--- src/rtl/mem_arb_pkg.sv ---
`default_nettype none
// ============================================================================
// Module   : mem_arb_pkg
// Purpose  : Shared types and line-geometry helpers for the memory arbiter.
// Revision : 1.0 - initial release
// ============================================================================
package mem_arb_pkg;

  typedef enum logic [2:0] {
    ST_FLUSH   = 3'd0,
    ST_IDLE    = 3'd1,
    ST_RD_REQ  = 3'd2,
    ST_RD_WAIT = 3'd3,
    ST_WR      = 3'd4
  } arb_state_e;

  typedef enum logic {
    OWN_IC = 1'b0,
    OWN_DC = 1'b1
  } owner_e;

  function automatic int ff_per_line(input int fill_w, input int store_w);
    return fill_w / store_w;
  endfunction

  function automatic int beat_bits(input int ff);
    return (ff > 1) ? $clog2(ff) : 1;
  endfunction

endpackage
`default_nettype wire

--- src/rtl/mem_arb_pick.sv ---
`default_nettype none
// ============================================================================
// Module   : mem_arb_pick
// Purpose  : Two-input grant selection; round-robin pointer when
//            MEM_ARB_ROUND_ROBIN_EN is defined, otherwise dcache priority.
// Revision : 1.0 - initial release
// ============================================================================
module mem_arb_pick
  import mem_arb_pkg::*;
(
`ifdef MEM_ARB_ROUND_ROBIN_EN
  input  logic   clk,
  input  logic   rst,
  input  logic   i_grant_en,
`endif
  input  logic   i_ic_req,
  input  logic   i_dc_req,
  output logic   o_valid,
  output owner_e o_owner
);

  assign o_valid = i_ic_req | i_dc_req;

`ifdef MEM_ARB_ROUND_ROBIN_EN
  // r_prio names the requester that wins the next contended cycle.
  owner_e r_prio;

  always_ff @(posedge clk) begin
    if (rst) begin
      r_prio <= OWN_DC;
    end else if (i_grant_en) begin
      r_prio <= (o_owner == OWN_DC) ? OWN_IC : OWN_DC;
    end
  end

  always_comb begin
    o_owner = OWN_IC;
    if (i_ic_req && i_dc_req) begin
      o_owner = r_prio;
    end else if (i_dc_req) begin
      o_owner = OWN_DC;
    end
  end
`else
  assign o_owner = i_dc_req ? OWN_DC : OWN_IC;
`endif

endmodule
`default_nettype wire

--- src/rtl/mem_arbiter.sv ---
`default_nettype none
// ============================================================================
// Module   : mem_arbiter
// Purpose  : icache/dcache front end for the shared memory; splits evictions
//            into word stores and routes fills. Option: MEM_ARB_ROUND_ROBIN_EN.
// Revision : 1.0 - initial release
// ============================================================================
module mem_arbiter
  import mem_arb_pkg::*;
#(
  parameter int ADDRESS_WIDTH      = 32,
  parameter int FILL_DATA_WIDTH    = 128,
  parameter int STORE_DATA_WIDTH   = 32,
  parameter int DATA_TRANSFER_TIME = 5
) (
  input  logic                        clk,
  input  logic                        reset,
  input  logic                        ic_req,
  input  logic [ADDRESS_WIDTH-1:0]    ic_address,
  output logic                        ic_ack,
  output logic                        ic_fill_valid,
  output logic [FILL_DATA_WIDTH-1:0]  ic_fill_data,
  input  logic                        dc_req,
  input  logic                        dc_store,
  input  logic [ADDRESS_WIDTH-1:0]    dc_address,
  input  logic [FILL_DATA_WIDTH-1:0]  dc_evict_data,
  output logic                        dc_ack,
  output logic                        dc_fill_valid,
  output logic [FILL_DATA_WIDTH-1:0]  dc_fill_data,
  output logic                        mem_req,
  output logic                        mem_store,
  output logic [ADDRESS_WIDTH-1:0]    mem_address,
  output logic [STORE_DATA_WIDTH-1:0] mem_evict_data,
  input  logic [FILL_DATA_WIDTH-1:0]  mem_fill_data,
  input  logic                        mem_response_valid
);

  localparam int FF_PER_LINE = ff_per_line(FILL_DATA_WIDTH, STORE_DATA_WIDTH);
  localparam int BEAT_BITS   = beat_bits(FF_PER_LINE);
  localparam int CNT_W       = (DATA_TRANSFER_TIME > 1) ? $clog2(DATA_TRANSFER_TIME + 1) : 1;

  localparam logic [CNT_W-1:0]         c_flush_load = CNT_W'(DATA_TRANSFER_TIME);
  localparam logic [BEAT_BITS-1:0]     c_last_beat  = BEAT_BITS'(FF_PER_LINE - 1);
  localparam logic [ADDRESS_WIDTH-1:0] c_line_mask  = ~ADDRESS_WIDTH'(FF_PER_LINE - 1);

  arb_state_e                  r_state, w_state_nxt;
  owner_e                      r_owner;
  logic [ADDRESS_WIDTH-1:0]    r_addr;
  logic [FILL_DATA_WIDTH-1:0]  r_evict;
  logic [BEAT_BITS-1:0]        r_beat, w_beat_nxt;
  logic [CNT_W-1:0]            r_flush_cnt, w_flush_nxt;
  logic                        w_grant_en, w_grant_take;
  logic                        w_pick_valid;
  owner_e                      w_pick_owner;
  logic [STORE_DATA_WIDTH-1:0] w_word;

  assign w_grant_take = w_grant_en & w_pick_valid;

  mem_arb_pick u_pick (
`ifdef MEM_ARB_ROUND_ROBIN_EN
    .clk        (clk),
    .rst        (reset),
    .i_grant_en (w_grant_take),
`endif
    .i_ic_req   (ic_req),
    .i_dc_req   (dc_req),
    .o_valid    (w_pick_valid),
    .o_owner    (w_pick_owner)
  );

  always_comb begin
    w_word = '0;
    for (int i = 0; i < FF_PER_LINE; i++) begin
      if (r_beat == BEAT_BITS'(i)) w_word = r_evict[i*STORE_DATA_WIDTH +: STORE_DATA_WIDTH];
    end
  end

  // Arbitration also runs in the fill cycle and on the last store beat so
  // back-to-back transactions leave no idle cycle on the memory port.
  always_comb begin
    w_state_nxt    = r_state;
    w_beat_nxt     = r_beat;
    w_flush_nxt    = r_flush_cnt;
    w_grant_en     = 1'b0;
    ic_ack         = 1'b0;
    dc_ack         = 1'b0;
    ic_fill_valid  = 1'b0;
    dc_fill_valid  = 1'b0;
    ic_fill_data   = '0;
    dc_fill_data   = '0;
    mem_req        = 1'b0;
    mem_store      = 1'b0;
    mem_address    = '0;
    mem_evict_data = '0;
    case (r_state)
      ST_FLUSH: begin
        if (r_flush_cnt <= CNT_W'(1)) begin
          w_flush_nxt = '0;
          w_state_nxt = ST_IDLE;
        end else begin
          w_flush_nxt = r_flush_cnt - 1'b1;
        end
      end
      ST_IDLE: w_grant_en = 1'b1;
      ST_RD_REQ: begin
        mem_req     = 1'b1;
        mem_address = r_addr;
        ic_ack      = (r_owner == OWN_IC);
        dc_ack      = (r_owner == OWN_DC);
        w_state_nxt = ST_RD_WAIT;
      end
      ST_RD_WAIT: begin
        if (mem_response_valid) begin
          if (r_owner == OWN_IC) begin
            ic_fill_valid = 1'b1;
            ic_fill_data  = mem_fill_data;
          end else begin
            dc_fill_valid = 1'b1;
            dc_fill_data  = mem_fill_data;
          end
          w_state_nxt = ST_IDLE;
          w_grant_en  = 1'b1;
        end
      end
      ST_WR: begin
        mem_req        = 1'b1;
        mem_store      = 1'b1;
        mem_address    = r_addr | ADDRESS_WIDTH'(r_beat);
        mem_evict_data = w_word;
        dc_ack         = (r_beat == '0);
        w_beat_nxt     = r_beat + 1'b1;
        if (r_beat == c_last_beat) begin
          w_state_nxt = ST_IDLE;
          w_grant_en  = 1'b1;
        end
      end
      default: w_state_nxt = ST_FLUSH;
    endcase
    if (w_grant_take) begin
      w_beat_nxt  = '0;
      w_state_nxt = (w_pick_owner == OWN_DC && dc_store) ? ST_WR : ST_RD_REQ;
    end
  end

  always_ff @(posedge clk) begin
    if (reset) begin
      r_state     <= ST_FLUSH;
      r_flush_cnt <= c_flush_load;
      r_beat      <= '0;
      r_owner     <= OWN_IC;
      r_addr      <= '0;
      r_evict     <= '0;
    end else begin
      r_state     <= w_state_nxt;
      r_flush_cnt <= w_flush_nxt;
      r_beat      <= w_beat_nxt;
      if (w_grant_take) begin
        r_owner <= w_pick_owner;
        r_addr  <= ((w_pick_owner == OWN_DC) ? dc_address : ic_address) & c_line_mask;
        r_evict <= dc_evict_data;
      end
    end
  end

endmodule
`default_nettype wire

--- config.mk ---
export PLATFORM = sky130hd
export DESIGN_NAME = mem_arbiter
export DESIGN_NICKNAME = d
export VERILOG_FILES = /design/src/rtl/mem_arb_pkg.sv /design/src/rtl/mem_arb_pick.sv /design/src/rtl/mem_arbiter.sv
export SDC_FILE = /design/constraint.sdc
export NUM_CORES = 1
export LEC_CHECK = 0
export BUFFER_PORTS_ARGS = -buffer_cell sky130_fd_sc_hd__buf_2
export CORE_AREA = 5 5 254 256
export DETAILED_ROUTE_END_ITERATION = 6
export DIE_AREA = 0 0 259 261
export GPL_ROUTABILITY_DRIVEN = 1
export GPL_TIMING_DRIVEN = 0
export RECOVER_POWER = 100
export SYNTH_ARGS = -nofsm -noshare
export SYNTH_HDL_FRONTEND = slang
export SYNTH_HIERARCHICAL = 1
export SYNTH_SLANG_ARGS = --single-unit
--- constraint.sdc ---
create_clock -name clk -period 1.8 [get_ports clk]
set_input_delay 0.27 -clock clk [delete_from_list [all_inputs] [get_ports clk]]
set_output_delay 0.27 -clock clk [all_outputs]
set_load 0.01 [all_outputs]
==> flow_metrics.env <==
export IMPL_synth_compound_area_share_pct=29.6
export IMPL_synthArstFlopShare_pct=0
export IMPL_max_slew_worst_pin_slew_ns=0.911
export IMPL_comb_power_share_pct=39.3
export IMPL_setup_violations_final=487
export IMPL_r2r_start="r_state[0]"
export IMPL_crit_slowest_cell="dfxtp_4"
export IMPL_syn_inst=1364
export IMPL_dr_first_iter_drc_count=1014
export IMPL_fin_util_pct=29.6
export IMPL_min_to="r_evict[121]"
export IMPL_synth_top_flop_cell="dfxtp_1"
export IMPL_netSwitchingPower_uw=5560
export IMPL_die_y_um=261
export IMPL_slew_limit_headroom_pct=39.3
export IMPL_worstHoldStart="dc_evict_data[121]"
export IMPL_maxCapViolCount=0
export IMPL_root_buffer="clkbuf_16"
export IMPL_num_rows=92
export IMPL_grt_ovfl_total=0
export IMPL_internal_power_uw=8730
export IMPL_grt_max_degree=19
export IMPL_drive_gt1_share_pct=53.8
export IMPL_multi_input_area_um2=7070
export IMPL_dp_slack_ns=-1.45
export IMPL_n_fill_cell=6652
export IMPL_fin_area_um2=18400
export IMPL_synth_edf_count=0
export IMPL_r2r_end="r_evict[97]"
export IMPL_ys_types=36
export IMPL_critPathMaxFanout=5
export IMPL_cp_common_cell="clkbuf_16"
export IMPL_detail_route_vias_per_cell=4.56
export IMPL_slew_violations=0
export IMPL_grt_usage_pct=22.6
export IMPL_cts_sink_count=167
export IMPL_pwr_share_seq_pct=33.6
export IMPL_cellPowerDensity_nw_per_um2=776
export IMPL_p_sw_share_pct=38.9
export IMPL_synth_nets=1696
export IMPL_max_stage_delay_ns=0.40
export IMPL_die_x_um=259
export IMPL_ys_seq_elements=167
export IMPL_startpoint_type="flop"
export IMPL_h_tree_depth=4
export IMPL_synthMuxAreaShare_pct=2.86
export IMPL_synth_most_common_cell="and2_1"
export IMPL_synthAdderAreaFrac_pct=0.716
export IMPL_synth_area_leader_cell="dfxtp_1"
export IMPL_synth_area_leaders="dfxtp_1 (32%), and2_1 (17%), a21oi_1 (10%)"
export IMPL_failed_checks="setup timing"
export IMPL_fmax_mhz=437
export IMPL_start_util_pct=16.8
export IMPL_yosys_area_share_simple_pct=27.1
export IMPL_fin_crit_ns=2.29
export IMPL_synthXorXnorAreaFrac_pct=0.0836
export IMPL_synth_cells_most_frequent="and2_1 (287), a21oi_1 (214), dfxtp_1 (167)"
export IMPL_ys_seq_area_share_pct=31.9
export IMPL_coreArea_um2=62300
export IMPL_avgSynthCellArea_um2=7.68
export IMPL_ys_warnings_count=6
export IMPL_r2r_cells=8
export IMPL_cts_made_buffers=17
export IMPL_critPathCaptureType="output pin"
export IMPL_drc=0
export IMPL_cts_tree="done"
export IMPL_hp_class="input pin to flop"
export IMPL_critPathTopFamily="buffers and inverters"
export IMPL_path_clk_slew_ns=0.08
export IMPL_cp_cell_sequence="nand3_4 > nor3b_4 > buf_12 > buf_8 > clkbuf_16 > clkbuf_16 > and2_4 > buf_6"
export IMPL_dpl_hpwl_um=66800
export IMPL_clock_latency_ns=0.46
export IMPL_grt_pass1_vias=12800
export IMPL_vdd_drop_max_mv=0.744
export IMPL_antenna_found_initial=114
export IMPL_netlist_area_leader_share_pct=31.9
export IMPL_place_congestion=0.983
export IMPL_cts_buffer_depth=2
export IMPL_port_buffers=646
export IMPL_status="complete, but fails checks"
export IMPL_worst_slack_ns=-0.490
export IMPL_rsz0062_at_grt="yes"
export IMPL_io_pins=652
export IMPL_die_area_um2=67600
export IMPL_wire_per_inst_um=28.0
export IMPL_crit_arrival_ns=2.02
export IMPL_seqCellArea_um2=3360
export IMPL_crit_type="flop to output pin"
export IMPL_wirelength_um=83200
export IMPL_vias=13500
export IMPL_p_leak_uw=0.00821
export IMPL_first_pass_iters=5
export IMPL_hold_path_cell_count=3
export IMPL_grt_pass1_wl_um=105000
export IMPL_report_final_hold_viol_count=0
export IMPL_finClkSkew_ns=0.0146
export IMPL_crit_buf_inv=5
export IMPL_place_area_um2=14800
export IMPL_postRouteAntennaNets=0
export IMPL_power_frac_clock_pct=27.1
export IMPL_netlist_area_um2=10500
export IMPL_path_depth=8
export IMPL_worst_ep_required_time_ns=1.53
export IMPL_finalCritPeriodShare_pct=127
export IMPL_synthToLayoutAreaGrowth_pct=75.6
export IMPL_fin_nets=2400
export IMPL_r2r_slack_ns=-0.33
export IMPL_synth_top_family_by_area="compound AO/OA/AOI/OAI gates"
[power groups by stage]
stage | logic, µW | registers (µW) | clock network, µW
floorplan | 3210 | 4690 | 0
global placement | 4970 | 4780 | 0
detailed placement | 5020 | 4800 | 0
CTS | 5450 | 4750 | 3960
global route | 6050 | 4870 | 4060
finish | 5610 | 4800 | 3870
[layout make-up]
cell class,instances,share of cell area (%)
Sequential cell,167,18.3
Timing Repair Buffer,692,25.5
Clock buffer,17,2.31
Clock inverter,14,1.01
Tap cell,846,5.75
Multi-Input combinational cell,1006,38.4
Buffer,146,7.38
Inverter,38,0.816
Antenna cell,41,0.557
[worst min-delay path, stage by stage]
cell and delay (ns):
buf_2 0.10, nand3_1 0.05, a21oi_1 0.05
[kinds of logic after synthesis]
family,Yosys count
compound gates,460
fa+ha+maj,6
mux,30
simple gates,509
xor+xnor,1
flops,167
buf+inv,191
[layer usage]
metal / part of all wire (%) / track usage (%) / wire length, µm / up-vias
met5: 0.13 / 0 / 108 / -
met4: 5.0 / 11.8 / 4130 / 16
met3: 8.9 / 6.72 / 7420 / 243
met2: 51 / 40.4 / 42600 / 768
met1: 35 / 24.2 / 29000 / 6373
li1: - / - / - / 6142
[cells in the final DEF, fill, tap and decap left out, types with 33 or more instances in the layout]
cell type	n
inv_1	35
a21o_1	33
a21oi_1	177
a21bo_2	79
diode_2	41
buf_2	535
buf_6	141
clkbuf_1	45
and2_4	121
nand2_1	34
a21oi_2	45
nor2_1	33
dfxtp_1	162
clkbuf_16	42
nand3_1	130
and2_1	166
[state kept, by name, indices dropped and copies added (netlist names)]
register     count
r_flush_cnt      3
r_owner          1
r_state          3
r_addr          30
r_evict        128
r_beat           2
[stage by stage]
| stage | TNS (ns) | power (µW) | hold slack (ns) | cells |
|---|---|---|---|---|
| final | -147.13 | 14300 | 0.0533 | 2967 |
| after global routing | -185.32 | 15000 | 0.0352 | 2949 |
| after CTS | -191.57 | 14200 | 0.0250 | 2914 |
| after detailed placement | -421.68 | 9820 | 0.475 | 2856 |
| after global placement | -418.41 | 9750 | 0.466 | 2856 |
| after floorplan | 0 | 7900 | 0.417 | 1364 |
[timing repair]
item,CTS,global route
cloned,14,10
gates resized for setup,409,247
pin swaps,116,90
hold endpoints to repair,0,0
endpoints found under the setup margin,489,490
hold buffers,0,0
setup buffers,17,5
[worst max path at each step]
stage	from	slack [ns]	end
after floorplan	r_beat[1]	0.03	mem_evict_data[10]
after global placement	r_state[1]	-1.49	dc_fill_data[113]
after detailed placement	r_state[1]	-1.45	dc_fill_data[113]
after CTS	r_state[0]	-0.52	dc_fill_data[116]
after global routing	r_beat[1]	-0.55	mem_evict_data[24]
final	r_state[1]	-0.49	dc_fill_data[113]
(Power assumes the default switching activity.)
